### src/rtl/pixel_fetch_machine.sv
// Fetches the 3x3 neighbourhood of every interior pixel over the AS_N/ACK_N bus, then pulses pixel_valid
// and waits for wr_done. Optional READ_TIMEOUT_EN adds an ACK watchdog with a sticky err output.
module pixel_fetch_machine #(
  parameter int          ADDR_W    = 32,
  parameter int          IMG_W     = 8,
  parameter int          IMG_H     = 8,
  parameter int unsigned BASE_ADDR = 0,
  parameter int          TIMEOUT   = 255
) (
  input  logic              clk,
  input  logic              reset,
  input  logic              start,
  input  logic              ACK_N,
  input  logic [31:0]       DATA_IN,
  input  logic              wr_done,
  output logic              AS_N,
  output logic              RD_N,
  output logic              stop_n,
  output logic [ADDR_W-1:0] ADDR,
  output logic [71:0]       window,
  output logic              pixel_valid,
  output logic              in_init,
  output logic              done,
  output logic [2:0]        state_out
`ifdef READ_TIMEOUT_EN
  ,
  output logic              err
`endif
);

  localparam logic [2:0] S_IDLE    = 3'd0;
  localparam logic [2:0] S_ADDR    = 3'd1;
  localparam logic [2:0] S_WAIT    = 3'd2;
  localparam logic [2:0] S_TERM    = 3'd3;
  localparam logic [2:0] S_VALID   = 3'd4;
  localparam logic [2:0] S_WAIT_WR = 3'd5;
  localparam logic [2:0] S_DONE    = 3'd6;

  localparam int RC_W = 16;

  logic [2:0]      state;
  logic [RC_W-1:0] row;
  logic [RC_W-1:0] col;
  logic [3:0]      k;
  logic [1:0]      dr;
  logic [1:0]      dc;
  logic [ADDR_W-1:0] addr_calc;
  logic            bus_active;
  logic            to_fire;
  logic            unused_bits;

  assign dr = 2'(k / 4'd3);
  assign dc = 2'(k % 4'd3);

  // Neighbour address relative to the centre pixel; wraps at ADDR_W bits.
  assign addr_calc = ADDR_W'(BASE_ADDR)
                   + (ADDR_W'(row) + ADDR_W'(dr) - ADDR_W'(1)) * ADDR_W'(IMG_W)
                   + ADDR_W'(col) + ADDR_W'(dc) - ADDR_W'(1);

  assign bus_active  = (state == S_ADDR) || (state == S_WAIT);
  assign AS_N        = !bus_active;
  assign RD_N        = !bus_active;
  assign stop_n      = (state != S_WAIT);
  assign ADDR        = bus_active ? addr_calc : '0;
  assign pixel_valid = (state == S_VALID);
  assign in_init     = (state == S_IDLE);
  assign done        = (state == S_DONE);
  assign state_out   = state;

  assign unused_bits = ^{DATA_IN[31:8], (TIMEOUT > 0)};

`ifdef READ_TIMEOUT_EN
  localparam int TO_W = (TIMEOUT > 1) ? $clog2(TIMEOUT + 1) : 1;
  logic [TO_W-1:0] to_cnt;

  assign to_fire = (state == S_WAIT) && ACK_N && (to_cnt == TO_W'(TIMEOUT - 1));

  always_ff @(posedge clk) begin
    if (reset) begin
      to_cnt <= '0;
      err    <= 1'b0;
    end else begin
      if (state == S_ADDR)
        to_cnt <= '0;
      else if (state == S_WAIT)
        to_cnt <= to_cnt + 1'b1;
      if (state == S_IDLE && start)
        err <= 1'b0;
      else if (to_fire)
        err <= 1'b1;
    end
  end
`else
  assign to_fire = 1'b0;
`endif

  always_ff @(posedge clk) begin
    if (reset) begin
      state  <= S_IDLE;
      row    <= RC_W'(1);
      col    <= RC_W'(1);
      k      <= 4'd0;
      window <= '0;
    end else begin
      case (state)
        S_IDLE: begin
          if (start) begin
            state <= S_ADDR;
            row   <= RC_W'(1);
            col   <= RC_W'(1);
            k     <= 4'd0;
          end
        end
        S_ADDR: state <= S_WAIT;
        S_WAIT: begin
          if (!ACK_N) begin
            window[{k, 3'b000} +: 8] <= DATA_IN[7:0];
            state <= S_TERM;
          end else if (to_fire) begin
            state <= S_DONE;
          end
        end
        S_TERM: begin
          if (k == 4'd8) begin
            state <= S_VALID;
          end else begin
            k     <= k + 4'd1;
            state <= S_ADDR;
          end
        end
        S_VALID: state <= S_WAIT_WR;
        S_WAIT_WR: begin
          if (wr_done) begin
            k <= 4'd0;
            if (col == RC_W'(IMG_W - 2) && row == RC_W'(IMG_H - 2)) begin
              state <= S_DONE;
            end else if (col == RC_W'(IMG_W - 2)) begin
              col   <= RC_W'(1);
              row   <= row + RC_W'(1);
              state <= S_ADDR;
            end else begin
              col   <= col + RC_W'(1);
              state <= S_ADDR;
            end
          end
        end
        S_DONE: if (!start) state <= S_IDLE;
        default: state <= S_IDLE;
      endcase
    end
  end

endmodule

### config.mk
export PLATFORM = sky130hd
export DESIGN_NAME = pixel_fetch_machine
export DESIGN_NICKNAME = d
export VERILOG_FILES = /design/src/rtl/pixel_fetch_machine.sv
export SDC_FILE = /design/constraint.sdc
export NUM_CORES = 1
export LEC_CHECK = 0
export BUFFER_PORTS_ARGS = -buffer_cell sky130_fd_sc_hd__buf_4
export CAP_MARGIN = 20
export CORE_MARGIN = 4
export CORE_UTILIZATION = 55
export DETAILED_ROUTE_END_ITERATION = 16
export PLACE_DENSITY = 0.81
export SYNTH_ARGS = -nofsm -noshare
export SYNTH_HDL_FRONTEND = slang
export SYNTH_SLANG_ARGS = --single-unit
### constraint.sdc
create_clock -name clk -period 7.7 [get_ports clk]
set_clock_uncertainty 0.15 [all_clocks]
set_input_delay 0.77 -clock clk [delete_from_list [all_inputs] [get_ports clk]]
set_output_delay 0.77 -clock clk [all_outputs]
set_load 0.05 [all_outputs]
After elaboration in Yosys (flattened, before gate mapping):

Cells that the tools add are included.
W data, S select, Z words.

* flip-flop bits (word level): 111
* output and inout bits: 113

* equal/unequal tests: 17
* div/mod/pow operators: 2
* muxes and demuxes: 22
* reduce and logical (&&, ||, !) cells: 11
* add/sub/neg operators: 9
* bitwise logic cells: 1
* shift-type cells: 2

Operators with widths (count)
* $mux W16: 7
* $bwmux W72: 1
* $shift A8 B9 Y72 const A: 1
* $shiftx A8 B9 Y72: 1
* $pmux W16 S2: 2
* $add A16 B1 Y16 const B: 2
* $eq A16 B3 Y1 const B: 2
* $mux W32: 1
* $sub A23 B2 Y24 const B: 1
* $add A22 B3 Y23: 1
* $add A21 B17 Y22: 1
* $pmux W3 S7: 1
* $mux W3: 6
* $sub A17 B1 Y18 const B: 1
* $add A16 B2 Y17: 1
* $ne A2 B2 Y1 const B: 7
* $mux W4: 3
* $pmux W4 S3: 1
* $reduce_and A4 Y1: 3
* $eq A3 B3 Y1 const B: 3
* $neg A7 Y9: 1
* $eq A3 B2 Y1 const B: 2
* $reduce_and A5 Y1: 1
* $add A4 B1 Y4 const B: 1
* other kinds (13): 13

Depth between registers and ports, before layout:

Gate-level depths: netlist (run 1).

* depth after elaboration: 7
* mapped depth: 29
* mapped depth without buffers: 27

Least setup slack after synthesis (run 1):

No wires, ideal clock.

* kind: register to output
* from: register k[3]
* to: output port ADDR[24]
* path buffers: 2
* setup slack: -0.647 ns
* stages on the path, launching flop included: 30
* arrival time: 7.427 ns
* cell sequence: dfxtp_1 > clkbuf_1 > nor2b_1 > ha_1 > inv_1 > ha_1 > a21boi_0 > xnor2_1 > ha_1 > or2_2 > inv_1 > ha_1 > inv_1 > ha_1 > fa_1 > a21o_1 > a311o_1 > a21oi_2 > o21ai_0 > xnor2_1 > ha_1 > inv_1 > ha_1 > a21o_1 > a31o_2 > and3_1 > nor3_1 > o21ai_0 > a211oi_1 > buf_4

* longest elaborated chain between the ends: 7
* elaborated cells on any way between the ends: 8
* classes of those cells: add/sub: 5; div: 2; mux: 1

RTL lines
* from (decl): line 44 `logic [3:0] k;`
* from (signal assigned): line 127 `k <= k + 4'd1;`
* $div A4 B2 Y4: line 52 `assign dr = 2'(k / 4'd3);`
* $add A16 B2 Y17: line 57 `+ (ADDR_W'(row) + ADDR_W'(dr) - ADDR_W'(1)) * ADDR_W'(IMG_W)`
* $sub A17 B1 Y18: line 57
* $add A21 B17 Y22: line 58 `+ ADDR_W'(col) + ADDR_W'(dc) - ADDR_W'(1);`
* $add A22 B3 Y23 (*): line 58
* $sub A23 B2 Y24 (*): line 58
* $mux W32 (*): line 64 `assign ADDR = bus_active ? addr_calc : '0;`
* to (decl): line 19 `output logic [ADDR_W-1:0] ADDR,`

Mark *: on every way between the ends. The rest lies on a longest branch, timed or not.

Final worst setup path (run 1):

* from: register k[2]
* to: output port ADDR[30]

Same word-level chain as after synthesis.

==> flow_metrics.py, run 1 <==
metrics = {
    "grt": {
        "grt_start_max_net_pins": 85,
        "grt_pass1_vias": 6370,
        "grtUsageTotal": 0.222,
        "gr-total-overflow": 0,
        "grt_pass1_wl_um": 30000,
        "antenna_found_initial": 0,
    },
    "power": {
        "switching_share": 0.470,
        "peakVddDrop_v": 0.000244,
        "power.internal_uw": 1320,
        "comb_power_share": 0.574,
        "p_seq_frac": 0.237,
        "p_switching_uw": 1170,
        "clkPwrFrac": 0.188,
        "p_leak_uw": 0.00399,
        "power_density_nw_per_um2": 274,
    },
    "sta": {
        "setup_tns_ps": 0,
        "rsz0062_at_grt": "no",
        "drv_slew": 0,
        "timing.fmax_mhz": 138,
        "slew_headroom": 0.413,
        "period_share": 0.944,
        "finalHoldViolCount": 0,
        "tightest_slew_ps": 879,
        "fin_hold_ws_ps": 334,
        "finalCriticalPeriod_ps": 7270,
        "setup_viol_count_final": 0,
    },
    "clock_network": {
        "cts_made_buffers": 9,
        "clockRootBuffer": "clkbuf_16",
        "clk_pin_slew_worst_paths_ps": 80,
        "cts_hold_buf": 0,
        "cts_buffer_depth": 2,
        "clkLatencyLatePin_ps": 350,
        "numClockSinks": 111,
        "cts_tree": "yes",
        "htree_num_levels": 3,
    },
    "die": {
        "dieArea_um2": 16100,
        "start_util": 0.561,
        "rows": 43,
        "ios": 150,
        "core-area_um2": 13800,
        "fp.dieW_um": 127,
        "die_h_um": 127,
    },
    "critical_path": {
        "ff2ff_setup_slack_ps": 4820,
        "critPathMaxStageDelay_ps": 410,
        "cp_num_buf_inv": 6,
        "end_kind": "primary output",
        "required_ps": 6780,
        "crit_arrival_ps": 6350,
        "critical_path_class": "flop to primary output",
        "cp_top_family": "adder cells",
        "slowest_stage": "dfxtp_4",
        "reg2reg_from": "state_out[2]",
        "rr_worst_depth": 7,
        "timing.rr.end": "row[15]",
        "path_max_fanout": 12,
        "critPathLaunchType": "flop",
        "crit_top_cell": "ha_1",
    },
    "layout": {
        "drive_gt1_frac": 0.174,
        "utilization": 0.657,
        "multi_input_area_um2": 5000,
        "seqCellArea_um2": 2230,
        "area_delta_synth_final_pct": 17.0,
        "diodes": 0,
        "fin_nets": 1152,
        "nFillCells": 1144,
    },
    "synth": {
        "netlist_area_um2": 7760,
        "synth.avg_cell_area_um2": 8.33,
        "synth_edf_count": 0,
        "ys_seq_area_frac": 0.286,
        "synthCells": 932,
        "syn-num-nets": 1053,
        "synthFlopType": "dfxtp_1",
        "synth_cell_type_count": 71,
        "async_reset_ff_frac": 0,
        "ys_seq_elements": 111,
        "yosysWarnings": 0,
    },
    "placed_design": {
        "io_buffers": 125,
        "dp_hpwl_um": 13700,
        "gp_congestion": 0.870,
    },
    "drt": {
        "drt-total-wl_um": 18000,
        "post-route-drc-count": 0,
        "drtPass1Iterations": 5,
        "routedWlPerCell_um": 14.8,
        "routed-via-count": 6750,
        "ant_nets": 0,
        "vias_per_cell": 5.55,
        "initialDrtViolationCount": 345,
    },
    "worst_hold_path": {
        "hold_path.class": "flop to flop",
        "min-delay-start": "window[10]",
        "hold_end": "window[10]",
        "holdPathStages": 2,
    },
    "job": {
        "max_cap_viol_count": 0,
    },
    "outcome": {
        "outcome": "completed",
    },
}
==> worst min-delay path, cell delays in order, from the launching register on <==
cell,delay [ps]
dfxtp_1,310
o21ai_0,70
a21oi_1,60
==> power groups by stage <==
stage	combinational, uW	sequential, uW	clock [uW]
floorplan	1130	610	0
global placement	1400	604	0
detailed placement	1410	604	0
CTS	1420	591	477
global route	1570	592	502
finish	1430	591	469
==> cells by family after synthesis <==
group	share of synthesized area
and+or+nand+nor	0.224
AOI/OAI and AO/OA	0.121
buffers and inverters	0.0721
DFF	0.286
adders and majority gates	0.137
muxes	0.0996
xor gates and xnor gates	0.0598
==> routing by layer <==
layer  global-route usage  vias to the layer above  wire [um]
met5                    0                        -          0
met4               0.0650                        0        378
met3               0.0787                       26       1400
met2                0.358                      161       8230
met1                0.279                     3164       7960
li1                     -                     3399          -
==> stage by stage <==
stage / power [uW] / setup WS [ps] / cells / area (um^2)
finish: 2490 / 430 / 1216 / 9080
global route: 2660 / 30.2 / 1216 / 9080
CTS: 2490 / 152 / 1216 / 9060
detailed placement: 2010 / 341 / 1199 / 8750
global placement: 2010 / 388 / 1199 / 8750
floorplan: 1740 / 73.4 / 932 / 7770
==> flip-flops by register name, summed over array words and instances (netlist names) <==
name       cells
col           16
k              4
row           16
state_out      3
window        72
==> cell type report <==
class                           count  share of cell area
Clock buffer                       10              0.0263
Clock inverter                      6             0.00675
Inverter                           91              0.0376
Multi-Input combinational cell    687               0.551
Sequential cell                   111               0.245
Tap cell                          180              0.0248
Timing Repair Buffer              131               0.108
==> how the worst max path moves through the flow <==
stage          startpoint       end  cells past startpoint
2_1_floorplan        k[3]  ADDR[24]                     29
3_3_place_gp         k[2]  ADDR[30]                     28
3_5_place_dp         k[2]  ADDR[30]                     28
4_1_cts              k[2]  ADDR[30]                     29
5_1_grt              k[2]  ADDR[30]                     29
6_report             k[2]  ADDR[30]                     29
==> synthesized netlist by cell type, drive strengths merged (3+ instances only) <==
cell type | count | area share
a211oi | 4 | 0.0039
a21o | 11 | 0.011
a21oi | 45 | 0.030
a221oi | 3 | 0.0050
a31oi | 7 | 0.0056
and2 | 24 | 0.020
and3 | 16 | 0.013
buf | 20 | 0.017
clkbuf | 23 | 0.011
dfxtp | 111 | 0.29
ha | 82 | 0.13
inv | 90 | 0.044
mux2i | 75 | 0.097
nand2 | 22 | 0.011
nand2b | 12 | 0.011
nand3 | 28 | 0.018
nand3b | 3 | 0.0029
nand4 | 19 | 0.015
nor2 | 146 | 0.074
nor2b | 8 | 0.0064
nor3 | 23 | 0.024
nor3b | 5 | 0.0048
nor4 | 8 | 0.0064
o211ai | 3 | 0.0029
o21a | 6 | 0.0058
o21ai | 19 | 0.012
o21bai | 9 | 0.0087
o31ai | 3 | 0.0029
or2 | 7 | 0.0056
or3 | 4 | 0.0032
or4 | 3 | 0.0029
xnor2 | 42 | 0.047
xor2 | 11 | 0.012
==> timing repair <==
action,4_1_cts,5_1_grt
pin swaps,1,0
setup endpoints to repair,9,15
buffers inserted,1,0
gates resized for setup,0,8
gates cloned,0,0
==> placed cells by master, fill, tap and decap left out, types with 3 or more instances in the layout <==
cell type	instances
or4_1	3
clkbuf_16	9
o21a_1	6
nand2_1	22
a31oi_1	7
nand3_1	28
or3_1	4
xor2_1	11
xnor2_1	42
and2_1	23
a21oi_2	3
and3_1	16
a21oi_1	42
o21ai_0	18
nand3b_1	3
nand4_1	19
nor3b_1	5
or2_2	6
nor2b_1	8
nor4_1	8
nor2_4	3
o31ai_1	3
a21o_1	11
nor3_1	16
buf_4	131
o21bai_1	9
o211ai_1	3
inv_1	90
nand2b_1	11
nor2_1	142
dfxtp_1	110
ha_1	81
nor3_4	6
mux2i_1	75
(Power assumes the default switching activity.)
==> run 2, diff against run 1 <==
--- a/config.mk
+++ b/config.mk
@@ -11,6 +11,7 @@
 export CORE_UTILIZATION = 55
 export DETAILED_ROUTE_END_ITERATION = 16
 export PLACE_DENSITY = 0.81
+export REMOVE_ABC_BUFFERS = 1
 export SYNTH_ARGS = -nofsm -noshare
 export SYNTH_HDL_FRONTEND = slang
 export SYNTH_SLANG_ARGS = --single-unit
==> run 2 against run 1 <==
First-iteration DRC count increased by 7.0%; flip-flop and latch count unchanged; routed wire length up 2.0%; non-clock buffer count increased by 1; register-to-register slack improved by 50 ps; hold slack worse by 2.0 ps; via count shrank 0.68%; sequential power barely moved; maximum frequency shrank 2.2%; utilization is 0.30 points higher; critical path depth did not move; worst setup slack lost 160 ps; largest cell class unchanged; highest routed layer unchanged.
==> flow_metrics.py, run 2 (same netlist as run 1, synthesis figures left out) <==
metrics = {
    "layout": {
        "layout_commonest_cell": "nor2_1",
        "top_register": "window",
        "area_delta_synth_final_pct": 17.5,
        "largest_reg_flops": 72,
        "design_area_um2": 9120,
        "utilization": 0.660,
        "mostFrequentLayoutCells": "nor2_1, buf_4, dfxtp_1",
        "drive_gt1_frac": 0.175,
        "nFillCells": 1140,
        "seqCellArea_um2": 2230,
        "reg.largest.list": "window x72, col x16, row x16",
        "diodes": 0,
        "fin_nets": 1153,
        "multi_input_area_um2": 5020,
    },
    "sta": {
        "finalCriticalPeriod_ps": 7430,
        "fin_hold_ws_ps": 332,
        "timing.fmax_mhz": 135,
        "tightest_slew_ps": 965,
        "setup_tns_ps": 0,
        "drv_slew": 0,
        "finalHoldViolCount": 0,
        "period_share": 0.966,
        "setup_viol_count_final": 0,
        "slew_headroom": 0.355,
    },
    "critical_path": {
        "critPathLaunchType": "flop",
        "reg2reg_from": "state_out[2]",
        "slowest_stage": "dfxtp_4",
        "end_kind": "primary output",
        "crit_arrival_ps": 6510,
        "critical_path_class": "flop to primary output",
        "crit_end": "ADDR[25]",
        "ff2ff_setup_slack_ps": 4870,
        "timing.rr.end": "row[14]",
        "path_max_fanout": 12,
        "crit_top_cell": "ha_1",
        "critPathMaxStageDelay_ps": 410,
        "required_ps": 6780,
        "rr_worst_depth": 7,
        "crit_start": "k[2]",
    },
    "clock_network": {
        "clockRootBuffer": "clkbuf_16",
        "cts_made_buffers": 9,
        "cts_hold_buf": 0,
        "numClockSinks": 111,
        "htree_num_levels": 3,
        "clk_pin_slew_worst_paths_ps": 70,
        "clkLatencyLatePin_ps": 350,
        "cts_tree": "yes",
        "cts_buffer_depth": 2,
    },
    "die": {
        "ios": 150,
        "rows": 43,
        "start_util": 0.561,
        "core-area_um2": 13800,
        "die_h_um": 127,
        "fp.dieW_um": 127,
        "dieArea_um2": 16100,
    },
    "drt": {
        "initialDrtViolationCount": 369,
        "routedWlPerCell_um": 15.1,
        "vias_per_cell": 5.51,
        "drtPass1Iterations": 5,
        "post-route-drc-count": 0,
        "routed-via-count": 6704,
        "drt-total-wl_um": 18300,
        "ant_nets": 0,
    },
    "placed_design": {
        "io_buffers": 125,
        "dp_hpwl_um": 13500,
        "place_area_um2": 8750,
        "gp_congestion": 0.883,
    },
    "job": {
        "max_cap_viol_count": 0,
    },
    "grt": {
        "grtUsageTotal": 0.222,
        "grt_pass1_vias": 6408,
        "grt_start_max_net_pins": 85,
        "antenna_found_initial": 0,
        "gr-total-overflow": 0,
        "grt_pass1_wl_um": 30100,
    },
    "power": {
        "power_uw": 2530,
        "peakVddDrop_v": 0.000265,
        "power_density_nw_per_um2": 277,
        "p_leak_uw": 0.00401,
    },
    "outcome": {
        "outcome": "completed",
    },
    "worst_hold_path": {
        "hold_path.class": "flop to flop",
    },
}
-- run 2: what timing repair did --
action	in CTS	in global routing
buffers inserted	0	0
resized for setup	0	12
endpoints found under the setup margin	0	14
-- run 2: report_power, final --
group          internal, uW  total [uW]  switching (uW)
logic                   507        1440             934
registers               580         591            11.2
clock network           275         495             219
total                  1360        2530            1160
-- run 2: per-stage QoR --
| stage | instances | worst slack, ps |
|---|---|---|
| global placement | 1200 | 570 |
| floorplan | 889 | -8150 |
| global route | 1217 | -61.2 |
| detailed placement | 1200 | 440 |
| CTS | 1216 | 63.9 |
| finish | 1217 | 265 |
-- run 2: how the worst min path moves through the flow --
stage | startpoint | end | slack, ps | cells after the start
CTS | window[10] | window[10] | 330 | 2
detailed placement | window[10] | window[10] | 320 | 2
finish | window[10] | window[10] | 330 | 2
floorplan | row[15] | row[15] | 330 | 2
global placement | window[10] | window[10] | 320 | 2
global route | window[10] | window[10] | 380 | 2
-- run 2: final cells by class --
| cell class | count | share of cell area |
|---|---|---|
| sequential | 111 | 0.244 |
| tap | 180 | 0.0247 |
| inverter | 91 | 0.0374 |
| clock inverter | 4 | 0.00645 |
| clock buffer | 12 | 0.0281 |
| timing repair buffer | 132 | 0.109 |
| multi-input combinational | 687 | 0.550 |
-- run 2: layer usage --
| layer | track usage | part of all wire |
|---|---|---|
| met1 | 0.268 | 0.43 |
| met2 | 0.378 | 0.48 |
| met3 | 0.0720 | 0.074 |
| met4 | 0.0612 | 0.018 |
| met5 | 0 | 0 |
-- run 2: critical path, delay by kind of cell, from the launching register on --
family	cells	cell delay, ps
adder cells (fa/ha/maj)	8	1850
AND/OR/NAND/NOR	4	970
buffers and inverters	6	720
AO/OA/AOI/OAI	9	1950
flip-flops	1	410
XOR/XNOR	2	290
